<file path="src/rtl/io_out_port_if.sv">
// Bus-side write strobe, external valid/ready handshake and status flags of io_out_port.
// The slave modport is the port block; the master modport is whoever drives the bus and consumes words.
interface io_out_port_if #(
  parameter int unsigned WIDTH = 16,
  parameter int unsigned DEPTH = 4,
  parameter int unsigned CW    = $clog2(DEPTH + 1)
);
  logic             bus_O1_input_en;
  logic [WIDTH-1:0] bus_O1_input;
  logic [WIDTH-1:0] external_O1_output;
  logic             external_O1_valid;
  logic             external_O1_ready;
  logic             O1_full;
  logic             O1_empty;
  logic [CW-1:0]    O1_count;
  logic             O1_overflow;
  logic             O1_overflow_clr;

  modport slave (
    input  bus_O1_input_en, bus_O1_input, external_O1_ready, O1_overflow_clr,
    output external_O1_output, external_O1_valid, O1_full, O1_empty, O1_count, O1_overflow
  );

  modport master (
    output bus_O1_input_en, bus_O1_input, external_O1_ready, O1_overflow_clr,
    input  external_O1_output, external_O1_valid, O1_full, O1_empty, O1_count, O1_overflow
  );
endinterface

</file>
<file path="src/rtl/io_out_port.sv">
// Bus-to-external output port: FIFO of bus writes presented first-word-fall-through
// over valid/ready, with a registered head word and sticky overflow on dropped writes.
module io_out_port #(
  parameter int unsigned WIDTH = 16,
  parameter int unsigned DEPTH = 4
) (
  input  logic            O1_clock,
  input  logic            O1_reset,
  io_out_port_if.slave    io
);
  localparam int unsigned CW = $clog2(DEPTH + 1);
  localparam int unsigned AW = $clog2(DEPTH);

  logic [WIDTH-1:0] mem_q [DEPTH];
  logic [AW-1:0]    wr_ptr_q, rd_ptr_q, rd_nxt;
  logic [CW-1:0]    count_q, count_d;
  logic [WIDTH-1:0] out_q, out_d;
  logic             valid_q;
  logic             ovf_q, ovf_d;
  logic             full, push, pop;

  assign full   = (count_q == CW'(DEPTH));
  assign pop    = valid_q && io.external_O1_ready;
  assign push   = io.bus_O1_input_en && (!full || pop);
  assign rd_nxt = rd_ptr_q + AW'(1);

  always_comb begin
    count_d = count_q;
    if (push && !pop)      count_d = count_q + CW'(1);
    else if (pop && !push) count_d = count_q - CW'(1);
  end

  // Head register is loaded ahead of time with whatever becomes head after this edge,
  // so the output never depends combinationally on ready.
  always_comb begin
    out_d = out_q;
    if (count_q == '0) begin
      if (push) out_d = io.bus_O1_input;
    end else if (pop) begin
      if (count_q == CW'(1)) begin
        if (push) out_d = io.bus_O1_input;
      end else begin
        out_d = mem_q[rd_nxt];
      end
    end
  end

  always_comb begin
    ovf_d = ovf_q;
    if (io.bus_O1_input_en && !push) ovf_d = 1'b1;
    else if (io.O1_overflow_clr)     ovf_d = 1'b0;
  end

  always_ff @(posedge O1_clock) begin
    if (!O1_reset) begin
      wr_ptr_q <= '0;
      rd_ptr_q <= '0;
      count_q  <= '0;
      out_q    <= '0;
      valid_q  <= 1'b0;
      ovf_q    <= 1'b0;
    end else begin
      if (push) begin
        mem_q[wr_ptr_q] <= io.bus_O1_input;
        wr_ptr_q        <= wr_ptr_q + AW'(1);
      end
      if (pop) rd_ptr_q <= rd_nxt;
      count_q <= count_d;
      out_q   <= out_d;
      valid_q <= (count_d != '0);
      ovf_q   <= ovf_d;
    end
  end

  assign io.external_O1_output = out_q;
  assign io.external_O1_valid  = valid_q;
  assign io.O1_full            = full;
  assign io.O1_empty           = (count_q == '0);
  assign io.O1_count           = count_q;
  assign io.O1_overflow        = ovf_q;
endmodule

</file>
<file path="src/flat_wrapper.sv">
// flat-port wrapper written by rule: the top's interface ports become plain ports
module io_out_port_flat 
#(
  parameter int unsigned WIDTH = 16,
  parameter int unsigned DEPTH = 4
)
  (O1_clock, O1_reset, io_bus_O1_input_en, io_bus_O1_input, io_external_O1_ready, io_O1_overflow_clr, io_external_O1_output, io_external_O1_valid, io_O1_full, io_O1_empty, io_O1_count, io_O1_overflow);
  io_out_port_if #(.WIDTH(WIDTH), .DEPTH(DEPTH)) io_i ();
  input  logic O1_clock;
  input  logic O1_reset;
  input wire logic [$bits(io_i.bus_O1_input_en)-1:0] io_bus_O1_input_en;
  input wire logic [$bits(io_i.bus_O1_input)-1:0] io_bus_O1_input;
  input wire logic [$bits(io_i.external_O1_ready)-1:0] io_external_O1_ready;
  input wire logic [$bits(io_i.O1_overflow_clr)-1:0] io_O1_overflow_clr;
  output wire logic [$bits(io_i.external_O1_output)-1:0] io_external_O1_output;
  output wire logic [$bits(io_i.external_O1_valid)-1:0] io_external_O1_valid;
  output wire logic [$bits(io_i.O1_full)-1:0] io_O1_full;
  output wire logic [$bits(io_i.O1_empty)-1:0] io_O1_empty;
  output wire logic [$bits(io_i.O1_count)-1:0] io_O1_count;
  output wire logic [$bits(io_i.O1_overflow)-1:0] io_O1_overflow;
  assign io_i.bus_O1_input_en = io_bus_O1_input_en;
  assign io_i.bus_O1_input = io_bus_O1_input;
  assign io_i.external_O1_ready = io_external_O1_ready;
  assign io_i.O1_overflow_clr = io_O1_overflow_clr;
  assign io_external_O1_output = io_i.external_O1_output;
  assign io_external_O1_valid = io_i.external_O1_valid;
  assign io_O1_full = io_i.O1_full;
  assign io_O1_empty = io_i.O1_empty;
  assign io_O1_count = io_i.O1_count;
  assign io_O1_overflow = io_i.O1_overflow;
  io_out_port #(.WIDTH(WIDTH), .DEPTH(DEPTH)) u_core (.O1_clock(O1_clock), .O1_reset(O1_reset), .io(io_i));
endmodule
</file>
<file path="config.mk">
export PLATFORM = sky130hd
export DESIGN_NAME = io_out_port_flat
export DESIGN_NICKNAME = d
export VERILOG_FILES = /design/src/rtl/io_out_port_if.sv /design/src/rtl/io_out_port.sv /design/src/flat_wrapper.sv
export SDC_FILE = /design/constraint.sdc
export NUM_CORES = 1
export LEC_CHECK = 0
export CORE_ASPECT_RATIO = 0.8
export CORE_UTILIZATION = 50
export CTS_CLUSTER_SIZE = 12
export DETAILED_ROUTE_END_ITERATION = 10
export PLACE_DENSITY = 0.75
export SLEW_MARGIN = 25
export SYNTH_ARGS = -nofsm -noshare
export SYNTH_HDL_FRONTEND = slang
export SYNTH_SLANG_ARGS = --single-unit
export TNS_END_PERCENT = 1
</file>
<file path="constraint.sdc">
create_clock -name O1_clock -period 2.1 [get_ports O1_clock]
set_clock_uncertainty 0.15 [all_clocks]
set_input_delay 0.42 -clock O1_clock [delete_from_list [all_inputs] [get_ports O1_clock]]
set_output_delay 0.42 -clock O1_clock [all_outputs]
set_load 0.01 [all_outputs]
</file>
==> results.md <==
- Overall global routing resource usage: 21.60%
- Standard-cell rows: 27
- Post-synth top area cell: sky130_fd_sc_hd__edfxtp_1
- Relative slew slack: between 60% and 70%
- Number of enable flip-flop cells after synthesis: 64
- Vert. Die Dim: between 70 and 80 µm
- Total grt overflow: 0
- Area share of the leading cell type in the synthesized netlist: 51.44%
- Die span in x: 98.65 µm
- Maximum level of the CTS H-tree: 3
- Maximum achievable frequency: ~500 MHz
- Hold WS: 0.3393 ns
- Synthesized flop and latch total: 89
- Maximum net fanout on the critical path: 5
- Number of buffers between clock root and the deepest sink: 2
- Internal Power: 3.322 mW
- Number of hold violations in the final report: 0
- Clock Sink Count: 89
- Type of the worst min-delay path: register to register
- Pin count of the biggest net entering global routing: 22
- Top flip-flop cell by instance count after synthesis: sky130_fd_sc_hd__edfxtp_1
- Maximum VDD drop: 0.0006506 V
- Sequential cell area fraction in the yosys report: 64.84%
- Overall Power: roughly 4.8 mW
- Period Utilization, post-route: 94.45%
- Placeable core area: between 0.007 and 0.008 mm²
- Hold Buf Count CTS: 0
- Slew Viols, Final: 0
- Endpoint kind of the worst setup timing path: primary output
- Critical path data arrival time: 1.41 ns
- Delay of the slowest critical-path stage: 0.32 ns
- Power share of the sequential group: between 40% and 50%
- Power dissipated by switching net loads: about 1.5 mW
- Clock power share: 20.9%
- Post-synthesis async set-or-reset flop share: 0%
- Run status: completed
- Hold EP: u_core.io.O1_overflow$_SDFFE_PN0P_
- Yosys synthesis warning count: 0
- Reg2reg end: u_core.io.external_O1_output[1]$_SDFFE_PN0P_
- Number of maximum-capacitance violations: 0
- Area growth from synthesis to final layout: 21.84%
- Post-CTS setup buffer count: 0
- Switching fraction of total power: 30.71%
- Slowest library cell on the worst path: sky130_fd_sc_hd__dfxtp_2
- Power density over the cells: 1053 mW/mm²
- Clock transition at path regs: 0.08 ns
- CTS tree: built
- Port-buffer cells: 43
- Top cells by count, synth: sky130_fd_sc_hd__edfxtp_1 (64), sky130_fd_sc_hd__nand2_1 (39), sky130_fd_sc_hd__dfxtp_1 (25), sky130_fd_sc_hd__a31oi_1 (16), sky130_fd_sc_hd__o221ai_1 (16)
- Min-Delay Path Depth: 2
- Length in cells of the worst reg-to-reg path: 7
- Final wirelength: 7.512 mm
- Iteration-0 DRC Markers: 125
- Proportion of layout cells with a drive suffix above 1: 16.67%
- FF-to-FF Start: u_core.io.O1_count[1]$_SDFF_PN0_
- Layout Nets: 336
- Buffer type at the clock tree root: sky130_fd_sc_hd__clkbuf_8
- Library cells used by synthesis: 36
- Number of antenna diodes: 0
- Number of vias per cell: 5.822
- Antenna-violating nets left: 0
- Average cell area after synthesis: 14.94 µm²
- Most repeated library cell on the critical path: sky130_fd_sc_hd__inv_1
- Crit path launch type: register
- Vias in the first global route: around 2300
- Cell types occupying the most area after synthesis: sky130_fd_sc_hd__edfxtp_1 (51%), sky130_fd_sc_hd__dfxtp_1 (13%), sky130_fd_sc_hd__mux4_2 (5.4%)
- Detail-routed net length per standard cell: 18.83 µm
- Latest clock arrival within the worst-skew pair: between 0.3 and 0.4 ns
- Number of CTS-inserted buffers: 9
- Min cycle time layout: 1.983 ns
- Most frequent cell after synthesis: sky130_fd_sc_hd__edfxtp_1
- Cell area after technology mapping: 0.003736 mm²
- Worst Hold Launch: u_core.io.O1_overflow$_SDFFE_PN0P_
- Flop2flop setup slack: 0.22 ns
- Unrepaired setup endpoints after global routing: no
- GP Congestion: 0.8360
- Initial antenna violation count: 0
- Number of optimization iterations in the first detailed-route pass: 4
- Post-route DRC: 0
- Area of the die: 0.007824 mm²
- Total via count after detailed routing: 2323
- LEAKAGE: between 1.5 and 2 nW
- Final setup viols: 0
- Post-Synthesis Cells: 250
- Starting Density: 52.92%
- Slew at the pin with the worst max-slew slack: 0.5822 ns
- Critical Path, Cell by Cell: inv_1 -> ha_4 -> inv_1 -> nor2_1 -> dlygate4sd2_1
- Worst endpoint required time: 1.53 ns
- Global-route wire length before repair: 12.34 mm
- Combinational cell fraction of total power: roughly 32%
- Top-Level Pins: 44
- Synthesized Nets: about 280
- Detailed placer's ending HPWL: just under 5 mm
- Worst setup path class: register to primary output
[critical path: cells and delay by family (launching register included)]
family | cells | cell delay, ns
adder cells (fa/ha/maj) | 1 | 0.18
flip-flops | 1 | 0.32
buffers and inverters | 3 | 0.45
AND/OR/NAND/NOR | 1 | 0.10
[layout make-up]
cell class / count / area, µm²
fill: 518 / 2509
sequential: 89 / 2424
multi-input combinational: 138 / 1221
timing repair buffer: 62 / 608.1
clock buffer: 11 / 131.4
tap: 87 / 108.9
clock inverter: 5 / 32.53
inverter: 7 / 26.28
[cell families after synthesis]
| kind of cell | count (synthesis) | share of synthesized area, % |
|---|---|---|
| compound gates | 48 | 10.05 |
| xor+xnor | 4 | 0.9376 |
| fa+ha+maj | 8 | 2.679 |
| buf+inv | 23 | 3.617 |
| flops | 89 | 64.84 |
| mux | 17 | 10.62 |
| simple gates | 61 | 7.268 |
[per-stage QoR]
step | std cells | utilization [%] | cell area, µm² | setup TNS [ns] | setup WS (ns)
finish | 399 | 64.47 | 4552 | 0 | 0.1166
detailed placement | 383 | 61.86 | 4368 | -4.952 | -0.08377
floorplan | 250 | - | 3757 | 0 | 0.02121
global route | 399 | 64.47 | 4552 | 0 | 0.02197
global placement | 383 | 61.86 | 4368 | -1.784 | -0.03156
CTS | 399 | 64.19 | 4532 | 0 | 0.04379
[worst max path at each step]
stage	start	end	cells past startpoint
detailed placement	io_external_O1_ready	u_core.mem_q[1][14]$_DFFE_PP_	4
global route	u_core.io.O1_count[0]$_SDFF_PN0_	io_O1_empty	5
finish	u_core.io.O1_count[0]$_SDFF_PN0_	io_O1_empty	5
global placement	io_external_O1_ready	u_core.mem_q[1][14]$_DFFE_PP_	4
floorplan	u_core.io.O1_count[1]$_SDFF_PN0_	u_core.mem_q[1][0]$_DFFE_PP_	6
CTS	u_core.io.O1_count[0]$_SDFF_PN0_	io_O1_full	5
[cell usage in the layout, fill, tap and decap left out, drive strengths merged, types with 4 or more instances in the layout]
cell type      count
and3               4
o221ai            16
inv                7
and2               6
nor2               6
o21ai              4
dfxtp             25
ha                 8
nand2             39
a31oi             16
mux4              16
clkbuf            11
clkdlybuf4s50     41
buf               19
xnor2              4
edfxtp            64
[metal layers]
metal / global-route usage (%) / vias up / share of wire (%)
met4: 7.761 / 0 / 1.3
met2: 32.46 / 62 / 45
met1: 30.81 / 1161 / 49
met5: 0 / - / 0
met3: 5.282 / 9 / 3.9
li1: - / 1091 / -
[power by group through the flow]
stage / combinational, mW / clock (mW) / sequential, mW
after global routing: 1.66 / 1.09 / 2.29
after floorplan: 0.668 / 0 / 2.36
after detailed placement: 1.50 / 0 / 2.29
after CTS: 1.50 / 1.02 / 2.25
final: 1.54 / 1.00 / 2.25
after global placement: 1.47 / 0 / 2.28
[flip-flops by register name, summed over array words and instances (netlist names)]
| name | cells |
|---|---|
| u_core.io.external_O1_valid | 1 |
| u_core.io.external_O1_output | 16 |
| u_core.wr_ptr_q | 2 |
| u_core.io.O1_overflow | 1 |
| u_core.mem_q | 64 |
| u_core.rd_ptr_q | 2 |
| u_core.io.O1_count | 3 |
[what timing repair did]
item / in CTS / in global routing
pin swaps: 0 / 0
setup endpoints to repair: 2 / 17
resized for setup: 3 / 3
Note: power is estimated with default switching activity, not from simulation.
==> edit (config.mk and constraints unchanged) <==
`WIDTH` is set to 16 in 3 places; all go to 20.
--- a/src/rtl/io_out_port_if.sv
+++ b/src/rtl/io_out_port_if.sv
@@ -2,5 +2,5 @@
 // The slave modport is the port block; the master modport is whoever drives the bus and consumes words.
 interface io_out_port_if #(
-  parameter int unsigned WIDTH = 16,
+  parameter int unsigned WIDTH = 20,
   parameter int unsigned DEPTH = 4,
   parameter int unsigned CW    = $clog2(DEPTH + 1)
--- a/src/rtl/io_out_port.sv
+++ b/src/rtl/io_out_port.sv
@@ -2,5 +2,5 @@
 // over valid/ready, with a registered head word and sticky overflow on dropped writes.
 module io_out_port #(
-  parameter int unsigned WIDTH = 16,
+  parameter int unsigned WIDTH = 20,
   parameter int unsigned DEPTH = 4
 ) (
--- a/src/flat_wrapper.sv
+++ b/src/flat_wrapper.sv
@@ -2,5 +2,5 @@
 module io_out_port_flat 
 #(
-  parameter int unsigned WIDTH = 16,
+  parameter int unsigned WIDTH = 20,
   parameter int unsigned DEPTH = 4
 )
Interface: changed (resized io_bus_O1_input and io_external_O1_output); port bits go from 44 to 52. The function was not compared with the original's and may differ.
==> edit against the unedited design <==
  * Sequential share of layout area increased by 0.12 points
  * Total power grew 24%
  * Synthesized cell count up 17%
  * Worst setup slack improved by 0.013 ns
  * First-iteration DRC count up 48%
  * Combinational power up 24%
  * Final area is 23% higher
  * Clock power up 29%
  * Largest power group unchanged
  * Routed wire length is 25% higher
  * Area after synthesis increased by 19%
  * Sequential cell count up 20
==> edit: results (changes against the unedited design) <==
\begin{tabular}{lr}
\hline
Metric & Value \\
\hline
\multicolumn{2}{l}{\textbf{Synth}} \\
\quad Mean area per synthesized cell & 15.2 µm² (+1.8\%) \\
\quad Sequential share of the synthesized area & 66.9\% (+2.1 points) \\
\quad Post-synthesis cell type count & 35 (-2.8\%) \\
\quad Cell types with the highest counts after synthesis & 80 x sky130\_fd\_sc\_hd\_\_edfxtp\_1, 46 x sky130\_fd\_sc\_hd\_\_nand2\_1, 29 x sky130\_fd\_sc\_hd\_\_dfxtp\_1 \\
\quad Area contributors post-synth & sky130\_fd\_sc\_hd\_\_edfxtp\_1 54\%, sky130\_fd\_sc\_hd\_\_dfxtp\_1 13\%, sky130\_fd\_sc\_hd\_\_mux4\_2 10\% \\
\quad Post-synth EDFFs & 80 (+25\%) \\
\quad Net count after synthesis & 326 (+17\%) \\
\multicolumn{2}{l}{\textbf{Timing}} \\
\quad Post-Route Hold Slack & 0.341 ns (+0.00163 ns) \\
\quad Share of the clock period used by the worst path after layout & 93.8\% (-0.60 points) \\
\multicolumn{2}{l}{\textbf{Routing}} \\
\quad Violation count after the first detailed-route iteration & 185 (+48\%) \\
\quad Average vias per placed instance & 5.81 (-0.22\%) \\
\multicolumn{2}{l}{\textbf{Cells and area}} \\
\quad Net count reported at finish & 399 (+19\%) \\
\quad Count of fill cells added during filler insertion & 604 (+17\%) \\
\quad Proportion of layout cells with a drive suffix above 1 & 20.8\% (+4.1 points) \\
\quad Max FFs per register & 80 (+25\%) \\
\multicolumn{2}{l}{\textbf{Run status}} \\
\quad Outcome & finished, final reports clean \\
\multicolumn{2}{l}{\textbf{Critical path}} \\
\quad Reg-to-reg critical path endpoint & u\_core.mem\_q[1][7] \\
\quad CP Max Fanout & 6 (+1) \\
\quad Worst Setup SP & u\_core.io.O1\_count[1] \\
\quad Worst setup path endpoint & io\_O1\_full \\
\multicolumn{2}{l}{\textbf{Placed design}} \\
\quad Routability Congestion & 0.788 (-5.8\%) \\
\quad Port-buffer cells & 51 (+19\%) \\
\quad \# placed instances & 467 (+22\%) \\
\multicolumn{2}{l}{\textbf{GRT}} \\
\quad Pin count of the biggest net entering global routing & 23 (+4.5\%) \\
\quad Global-route wire length before repair & 14.9 mm (+21\%) \\
\multicolumn{2}{l}{\textbf{Clocking}} \\
\quad Clk slew on worst S/H paths & 0.10 ns (+0.02 ns) \\
\multicolumn{2}{l}{\textbf{Power}} \\
\quad Cell leakage power & 1.89 nW (+22\%) \\
\quad Worst voltage drop across the vdd grid & 0.587 mV (-9.8\%) \\
\hline
\end{tabular}
==> edit: routing by layer <==
metal / up-vias / GRT usage, % / routed length, µm
met2: 83 / 34.1 / 4650
met3: 14 / 5.11 / 423
met5: - / 0 / 0
met1: 1415 / 30.5 / 4230
li1: 1294 / - / -
met4: 0 / 7.72 / 119
==> edit: final cells by class <==
cell class | instances | area (µm²) | area share, %
Clock inverter | 5 | 56.3 | 1.01
Tap cell | 112 | 140 | 2.51
Multi-Input combinational cell | 157 | 1350 | 24.2
Timing Repair Buffer | 83 | 886 | 15.8
Clock buffer | 11 | 151 | 2.71
Sequential cell | 109 | 2980 | 53.4
Inverter | 6 | 22.5 | 0.403
==> edit: report_power, final <==
group          internal, mW  switching, mW
clock network         0.620          0.667
logic                 0.986          0.924
registers              2.58          0.174
total                  4.19           1.77
==> edit: cell families (layout without fill, tap and decap cells) <==
kind of cell / count (synthesis) / after routing / share of synthesized area, %
AO/OA/AOI/OAI: 59 / 59 / 9.94
XOR/XNOR: 4 / 4 / 0.786
adder cells (fa/ha/maj): 8 / 8 / 2.25
buffers and inverters: 27 / 105 / 3.48
flip-flops: 109 / 109 / 66.9
multiplexers: 20 / 20 / 10.1
AND/OR/NAND/NOR: 66 / 66 / 6.51
==> edit: timing repair <==
item / CTS / global route
cloned: 0 / 0
gates resized for setup: 4 / 1
setup endpoints to repair: 2 / 1
endpoints found under the hold margin: 0 / 0
pin swaps: 0 / 0
==> edit: worst max-delay path, stage by stage (launching register included) <==
cell                            delay [ns]
sky130_fd_sc_hd__dfxtp_1              0.35
sky130_fd_sc_hd__inv_1                0.08
sky130_fd_sc_hd__ha_4                 0.19
sky130_fd_sc_hd__nand2_1              0.09
sky130_fd_sc_hd__inv_1                0.06
sky130_fd_sc_hd__dlygate4sd2_1        0.28
